### config.mk
export PLATFORM = sky130hd
export DESIGN_NAME = msg_streamer_flat
export DESIGN_NICKNAME = d
export VERILOG_FILES = /design/src/rtl/msg_streamer_pkg.sv /design/src/rtl/msg_streamer_if.sv /design/src/rtl/msg_streamer.sv /design/src/flat_wrapper.sv
export SDC_FILE = /design/constraint.sdc
export NUM_CORES = 1
export LEC_CHECK = 0
export ABC_AREA = 1
export ABC_CLOCK_PERIOD_IN_PS = 2380
export CAP_MARGIN = 15
export CORE_ASPECT_RATIO = 1.2
export CORE_UTILIZATION = 51
export CTS_CLUSTER_DIAMETER = 40
export DETAILED_ROUTE_END_ITERATION = 6
export GPL_ROUTABILITY_DRIVEN = 0
export MAX_ROUTING_LAYER = met4
export PLACE_DENSITY = 0.85
export SLEW_MARGIN = 10
export SYNTH_ARGS = -nofsm -noshare
export SYNTH_HDL_FRONTEND = slang
export SYNTH_SLANG_ARGS = --single-unit
### constraint.sdc
create_clock -name CLK -period 2.38 [get_ports CLK]
set_clock_uncertainty 0.05 [all_clocks]
set_input_delay 0.476 -clock CLK [delete_from_list [all_inputs] [get_ports CLK]]
set_output_delay 0.476 -clock CLK [all_outputs]
set_load 0.02 [all_outputs]
### src/rtl/msg_streamer_pkg.sv
// Shared types for the message streamer.
// FSM state encoding and the CR/LF line-ending characters.
package msg_streamer_pkg;

    typedef enum logic [2:0] {
        S_IDLE,
        S_FETCH,
        S_CHECK,
        S_SEND,
        S_CR,
        S_LF,
        S_DONE
    } state_t;

    localparam logic [7:0] CHAR_CR = 8'h0D;
    localparam logic [7:0] CHAR_LF = 8'h0A;

    function automatic logic [7:0] crlf_char(input logic lf);
        return lf ? CHAR_LF : CHAR_CR;
    endfunction

endpackage

### src/rtl/msg_streamer_if.sv
// Memory read port plus byte-sink valid/ready stream.
// master = streamer side, slave = memory/sink side.
interface msg_streamer_if #(
    parameter int AddrWidth = 19,
    parameter int DataWidth = 8
);
    logic [AddrWidth-1:0] ADDR;
    logic                 RE;
    logic [DataWidth-1:0] RDATA;
    logic [DataWidth-1:0] TXDATA;
    logic                 TXVALID;
    logic                 TXREADY;

    modport master (
        output ADDR, RE, TXDATA, TXVALID,
        input  RDATA, TXREADY
    );

    modport slave (
        input  ADDR, RE, TXDATA, TXVALID,
        output RDATA, TXREADY
    );
endinterface

### src/rtl/msg_streamer.sv
// Streams a terminator-ended message from sync-read memory to a byte sink.
// Define MSG_STREAMER_CRLF_EN to append CR/LF after the terminator.
module msg_streamer
    import msg_streamer_pkg::*;
#(
    parameter int                   AddrWidth  = 19,
    parameter int                   DataWidth  = 8,
    parameter logic [DataWidth-1:0] Terminator = '0,
    parameter int                   MaxLen     = 1024,
    parameter int                   LenWidth   = 11
) (
    input  logic                 CLK,
    input  logic                 RST,
    input  logic                 START,
    input  logic [AddrWidth-1:0] BASE,
    input  logic                 ABORT,
    msg_streamer_if.master       bus,
    output logic                 BUSY,
    output logic                 DONE,
    output logic                 OVERRUN,
    output logic [LenWidth-1:0]  COUNT
);

`ifdef MSG_STREAMER_CRLF_EN
    localparam state_t TermNext = S_CR;
`else
    localparam state_t TermNext = S_DONE;
`endif

    state_t               state;
    state_t               state_n;
    logic [AddrWidth-1:0] addr_q;
    logic [DataWidth-1:0] txdata_q;
    logic [LenWidth-1:0]  count_q;
    logic [LenWidth-1:0]  count_inc;
    logic                 ovr_q;
    logic                 is_term;
    logic                 at_max;

    assign count_inc = count_q + LenWidth'(1);
    assign at_max    = (count_inc == LenWidth'(MaxLen));
    assign is_term   = (bus.RDATA == Terminator);

    assign bus.ADDR   = addr_q;
    assign bus.TXDATA = txdata_q;
    assign COUNT      = count_q;
    assign OVERRUN    = ovr_q;

    always_ff @(posedge CLK) begin
        if (RST) begin
            state <= S_IDLE;
        end else begin
            state <= state_n;
        end
    end

    always_comb begin
        state_n     = state;
        bus.RE      = (state == S_FETCH);
        bus.TXVALID = (state == S_SEND) || (state == S_CR) || (state == S_LF);
        BUSY        = (state != S_IDLE);
        DONE        = (state == S_DONE);
        // Abort outranks everything, including a START seen in IDLE.
        if (ABORT) begin
            state_n = S_IDLE;
        end else begin
            unique case (state)
                S_IDLE:  if (START) state_n = S_FETCH;
                S_FETCH: state_n = S_CHECK;
                S_CHECK: state_n = is_term ? TermNext : S_SEND;
                S_SEND: begin
                    if (bus.TXREADY) state_n = at_max ? S_DONE : S_FETCH;
                end
                S_CR:    if (bus.TXREADY) state_n = S_LF;
                S_LF:    if (bus.TXREADY) state_n = S_DONE;
                S_DONE:  state_n = S_IDLE;
                default: state_n = S_IDLE;
            endcase
        end
    end

    always_ff @(posedge CLK) begin
        if (RST) begin
            addr_q   <= '0;
            txdata_q <= '0;
            count_q  <= '0;
            ovr_q    <= 1'b0;
        end else if (!ABORT) begin
            if (state == S_IDLE && START) begin
                addr_q  <= BASE;
                count_q <= '0;
                ovr_q   <= 1'b0;
            end
            if (state == S_CHECK) begin
                if (!is_term) begin
                    txdata_q <= bus.RDATA;
                end
`ifdef MSG_STREAMER_CRLF_EN
                else begin
                    txdata_q <= DataWidth'(crlf_char(1'b0));
                end
`endif
            end
            if (state == S_SEND && bus.TXREADY) begin
                count_q <= count_inc;
                addr_q  <= addr_q + AddrWidth'(1);
                if (at_max) ovr_q <= 1'b1;
            end
            // Line-ending bytes bypass COUNT, ADDR and the length cap.
            if (state == S_CR && bus.TXREADY) begin
                txdata_q <= DataWidth'(crlf_char(1'b1));
            end
        end
    end

endmodule
### src/flat_wrapper.sv
// flat-port wrapper written by rule: the top's interface ports become plain ports
module msg_streamer_flat import msg_streamer_pkg::*;
#(
    parameter int                   AddrWidth  = 19,
    parameter int                   DataWidth  = 8,
    parameter logic [DataWidth-1:0] Terminator = '0,
    parameter int                   MaxLen     = 1024,
    parameter int                   LenWidth   = 11
)
  (CLK, RST, START, BASE, ABORT, BUSY, DONE, OVERRUN, COUNT, bus_ADDR, bus_RE, bus_TXDATA, bus_TXVALID, bus_RDATA, bus_TXREADY);
  msg_streamer_if #(.AddrWidth(AddrWidth), .DataWidth(DataWidth)) bus_i ();
  input  logic CLK;
  input  logic RST;
  input  logic START;
  input  logic [AddrWidth-1:0] BASE;
  input  logic ABORT;
  output logic BUSY;
  output logic DONE;
  output logic OVERRUN;
  output logic [LenWidth-1:0] COUNT;
  output wire logic [$bits(bus_i.ADDR)-1:0] bus_ADDR;
  output wire logic [$bits(bus_i.RE)-1:0] bus_RE;
  output wire logic [$bits(bus_i.TXDATA)-1:0] bus_TXDATA;
  output wire logic [$bits(bus_i.TXVALID)-1:0] bus_TXVALID;
  input wire logic [$bits(bus_i.RDATA)-1:0] bus_RDATA;
  input wire logic [$bits(bus_i.TXREADY)-1:0] bus_TXREADY;
  assign bus_ADDR = bus_i.ADDR;
  assign bus_RE = bus_i.RE;
  assign bus_TXDATA = bus_i.TXDATA;
  assign bus_TXVALID = bus_i.TXVALID;
  assign bus_i.RDATA = bus_RDATA;
  assign bus_i.TXREADY = bus_TXREADY;
  msg_streamer #(.AddrWidth(AddrWidth), .DataWidth(DataWidth), .Terminator(Terminator), .MaxLen(MaxLen), .LenWidth(LenWidth)) u_core (.CLK(CLK), .RST(RST), .START(START), .BASE(BASE), .ABORT(ABORT), .bus(bus_i), .BUSY(BUSY), .DONE(DONE), .OVERRUN(OVERRUN), .COUNT(COUNT));
endmodule
==> flow_summary_export.csv <==
group,metric,value,unit
logic_synthesis,ys_top_cells_by_count,"nand2_1 (104), a21oi_1 (46), dfxtp_1 (42)",
logic_synthesis,yosys.area.top_type_share,0.330,
logic_synthesis,syn_inst,390,
logic_synthesis,synthTopCellsByArea,"dfxtp_1 (33%), nand2_1 (15%), a21oi_1 (9.0%), nand3_1 (5.7%), inv_1 (5.3%)",
global_route,grt_pass1_vias,2654,
logic_synthesis,synth-main-ff-cell,"dfxtp_1",
clock_tree,hold_buffers,0,
clock_tree,cts.sinks,42,
logic_synthesis,synth_area,0.00255,mm^2
route,drtAntennaViolNets,0,
floorplan,die_w,66.6,um
sta,slew_viol_final,0,
route,wl_per_cell,13.5,um
clock_tree,cts_buffers,5,
worst_setup_path,cpMaxStageDelayCell,"clkdlybuf4s50_1",
status,status,"finished, final reports clean",
layout,n_antenna_cell,0,
floorplan,die_area,0.00529,mm^2
worst_setup_path,reg2reg_depth,9,
clock_tree,cts_resized,0,
layout,fin_cells,522,
route,avgViaCountPerCell,5.54,
floorplan,rows,27,
placed_design,dp_cells,514,
sta,hold_viol,0,
layout,drive_gt1_frac,0.0927,
sta,slew-limit-headroom,0.705,
pwr,p_per_area,443,mW/mm^2
layout,synthToLayoutAreaGrowth,34.2,%
clock_tree,root_buffer,"clkbuf_8",
logic_synthesis,synth.most_common_cell,"nand2_1",
floorplan,initial_core_util,0.543,
sta,period_share,0.973,
clock_tree,post_cts.repair.setup_buffers,0,
sta,period_needed,2.31,ns
worst_setup_path,critPathCaptureType,"output pin",
route,drt_pass1_iterations,4,
worst_hold_path,min_path_type,"reg2reg",
worst_setup_path,worst_setup_path_start_kind,"flop",
global_route,grt-ovfl-total,0,
worst_setup_path,reg2reg_from,"u_core.bus.ADDR[0]",
pwr,ir_worst_vdd,0.000289,V
route,vias,2892,
layout,n_fill_cell,375,
placed_design,dp_hpwl,5100,um
worst_setup_path,arrival,1.79,ns
pwr,p_leak,1.30,nW
worst_setup_path,worstPathMaxFanout,5,
worst_setup_path,cp-startpoint,"u_core.state[1]",
route,wl,7020,um
global_route,grt_pass1_wl,11400,um
sta,clock.fmax,0.432,GHz
worst_setup_path,crit_chain,"inv_1 -> o21ai_0 -> nand2_1 -> inv_1 -> clkdlybuf4s50_1",
placed_design,post_dp_cell_area,0.00333,mm^2
logic_synthesis,async_reset_ff_frac,0,
placed_design,placement.io_buffers,74,
floorplan,die_h,79.5,um
layout,final_cell_area,0.00342,mm^2
logic_synthesis,ys_seq_area_frac,0.330,
worst_setup_path,crit_top_cell,"inv_1",
sta,worst_pin_slew,0.441,ns
logic_synthesis,synth_area_leader_cell,"dfxtp_1",
worst_setup_path,worstPathRequired,1.85,ns
sta,fin_tns_setup,0,ns
worst_setup_path,timing.rr.end,"u_core.bus.ADDR[14]",
clock_tree,tritoncts,"done",
clock_tree,clk_pin_slew_worst_paths,0.09,ns
worst_setup_path,r2r_slack,0.45,ns
logic_synthesis,avgSynthCellArea,6.54,um^2
floorplan,io-pin-count,75,
logic_synthesis,syn_nets,424,
floorplan,core_area,0.00470,mm^2
worst_setup_path,cpPeakStageDelay,0.61,ns
logic_synthesis,ys_seq_elements,42,
sta,rsz0062_at_grt,"false",
worst_setup_path,endpoint,"bus_TXVALID",
route,drt_iter0_markers,335,
global_route,gr-usage-all-layers,0.284,
worst_setup_path,worstSetupPathType,"reg2out",
clock_tree,cts_max_level,2,
route,drc,0,
global_route,grt_max_degree,24,
clock_tree,cts.path.max_buffers,2,
clock_tree,clkLatencyLatePin,0.30,ns
sta,setup-violations-final,0,
logic_synthesis,synth_edf_count,0,
flow_run,cap_violations,0,
logic_synthesis,yosys_warnings,0,
layout,fin_nets,497,
logic_synthesis,yosysUniqueCellTypes,35,
global_route,antenna_found_initial,0,
==> report_power, final <==
part	internal [W]	total [W]	leakage (nW)	switching (W)
Sequential	0.000728	0.000762	0.342	0.0000345
Clock	0.000234	0.000499	0.0472	0.000266
Combinational	0.000127	0.000254	0.912	0.000128
==> final cells by class <==
type | instances | area [um^2] | area share
Multi-Input combinational cell | 292 | 1470 | 0.429
Clock buffer | 6 | 82.6 | 0.0241
Inverter | 42 | 158 | 0.0461
Timing Repair Buffer | 80 | 786 | 0.230
Tap cell | 58 | 72.6 | 0.0212
Sequential cell | 42 | 842 | 0.246
Clock inverter | 2 | 12.5 | 0.00365
==> per-layer routing <==
layer  track usage  up-vias  share of wire  wire [um]
li1              -     1444              -          -
met1         0.327     1301           0.42       2970
met2         0.467      125           0.48       3350
met3        0.0557       22          0.072        506
met4         0.136        0          0.028        199
met5             -        -              0          0
==> metrics by stage <==
step	hold slack (ns)	setup slack, ns	util	total power [W]
after floorplan	0.477	0.569	-	0.000898
after global placement	0.403	0.248	0.709	0.00102
after detailed placement	0.410	0.174	0.709	0.00103
after CTS	0.422	0.00591	0.729	0.00151
after global routing	0.439	0.000836	0.729	0.00157
final	0.418	0.0653	0.729	0.00152
==> how the worst min path moves through the flow <==
stage                         startpoint  cells after the start  slack, ns                   end
global placement    u_core.bus.TXDATA[2]                      2       0.40  u_core.bus.TXDATA[2]
detailed placement  u_core.bus.TXDATA[2]                      2       0.41  u_core.bus.TXDATA[2]
CTS                 u_core.bus.TXDATA[2]                      2       0.42  u_core.bus.TXDATA[2]
floorplan                u_core.state[0]                      2       0.48       u_core.state[0]
global route        u_core.bus.TXDATA[2]                      2       0.44  u_core.bus.TXDATA[2]
finish              u_core.bus.TXDATA[2]                      2       0.42  u_core.bus.TXDATA[2]
==> cell usage in the layout, fill, tap and decap left out, types with 4 or more instances in the layout <==
cell	instances
a21oi_1	46
nor2_2	4
xor2_1	4
o21ai_1	5
buf_4	6
or2_2	4
clkbuf_8	6
o21ai_0	21
nand4_1	11
nand3_1	29
nand2_1	104
inv_1	36
dfxtp_1	41
nor2_1	28
clkdlybuf4s50_1	74
inv_2	5
==> state kept, by name, summed over array words and instances, names as in the netlist <==
name and flops:
u_core.state 3, u_core.bus.TXDATA 8, u_core.bus.ADDR 19, u_core.OVERRUN 1
u_core.COUNT 11
==> critical path, delay by kind of cell (launching register included) <==
family	cells	cell delay, ns
flip-flops	1	0.43
AO/OA/AOI/OAI	1	0.19
AND/OR/NAND/NOR	1	0.07
buffers and inverters	3	0.80
==> cell families (layout without fill, tap and decap cells) <==
kind of cell,after synthesis,count (layout),share of synthesized area
fa+ha+maj,2,2,0.00981
xor+xnor,5,5,0.0172
flops,42,42,0.330
buf+inv,56,130,0.0937
simple gates,194,194,0.347
compound gates,91,91,0.202
Power figures use the tool's default switching activity.
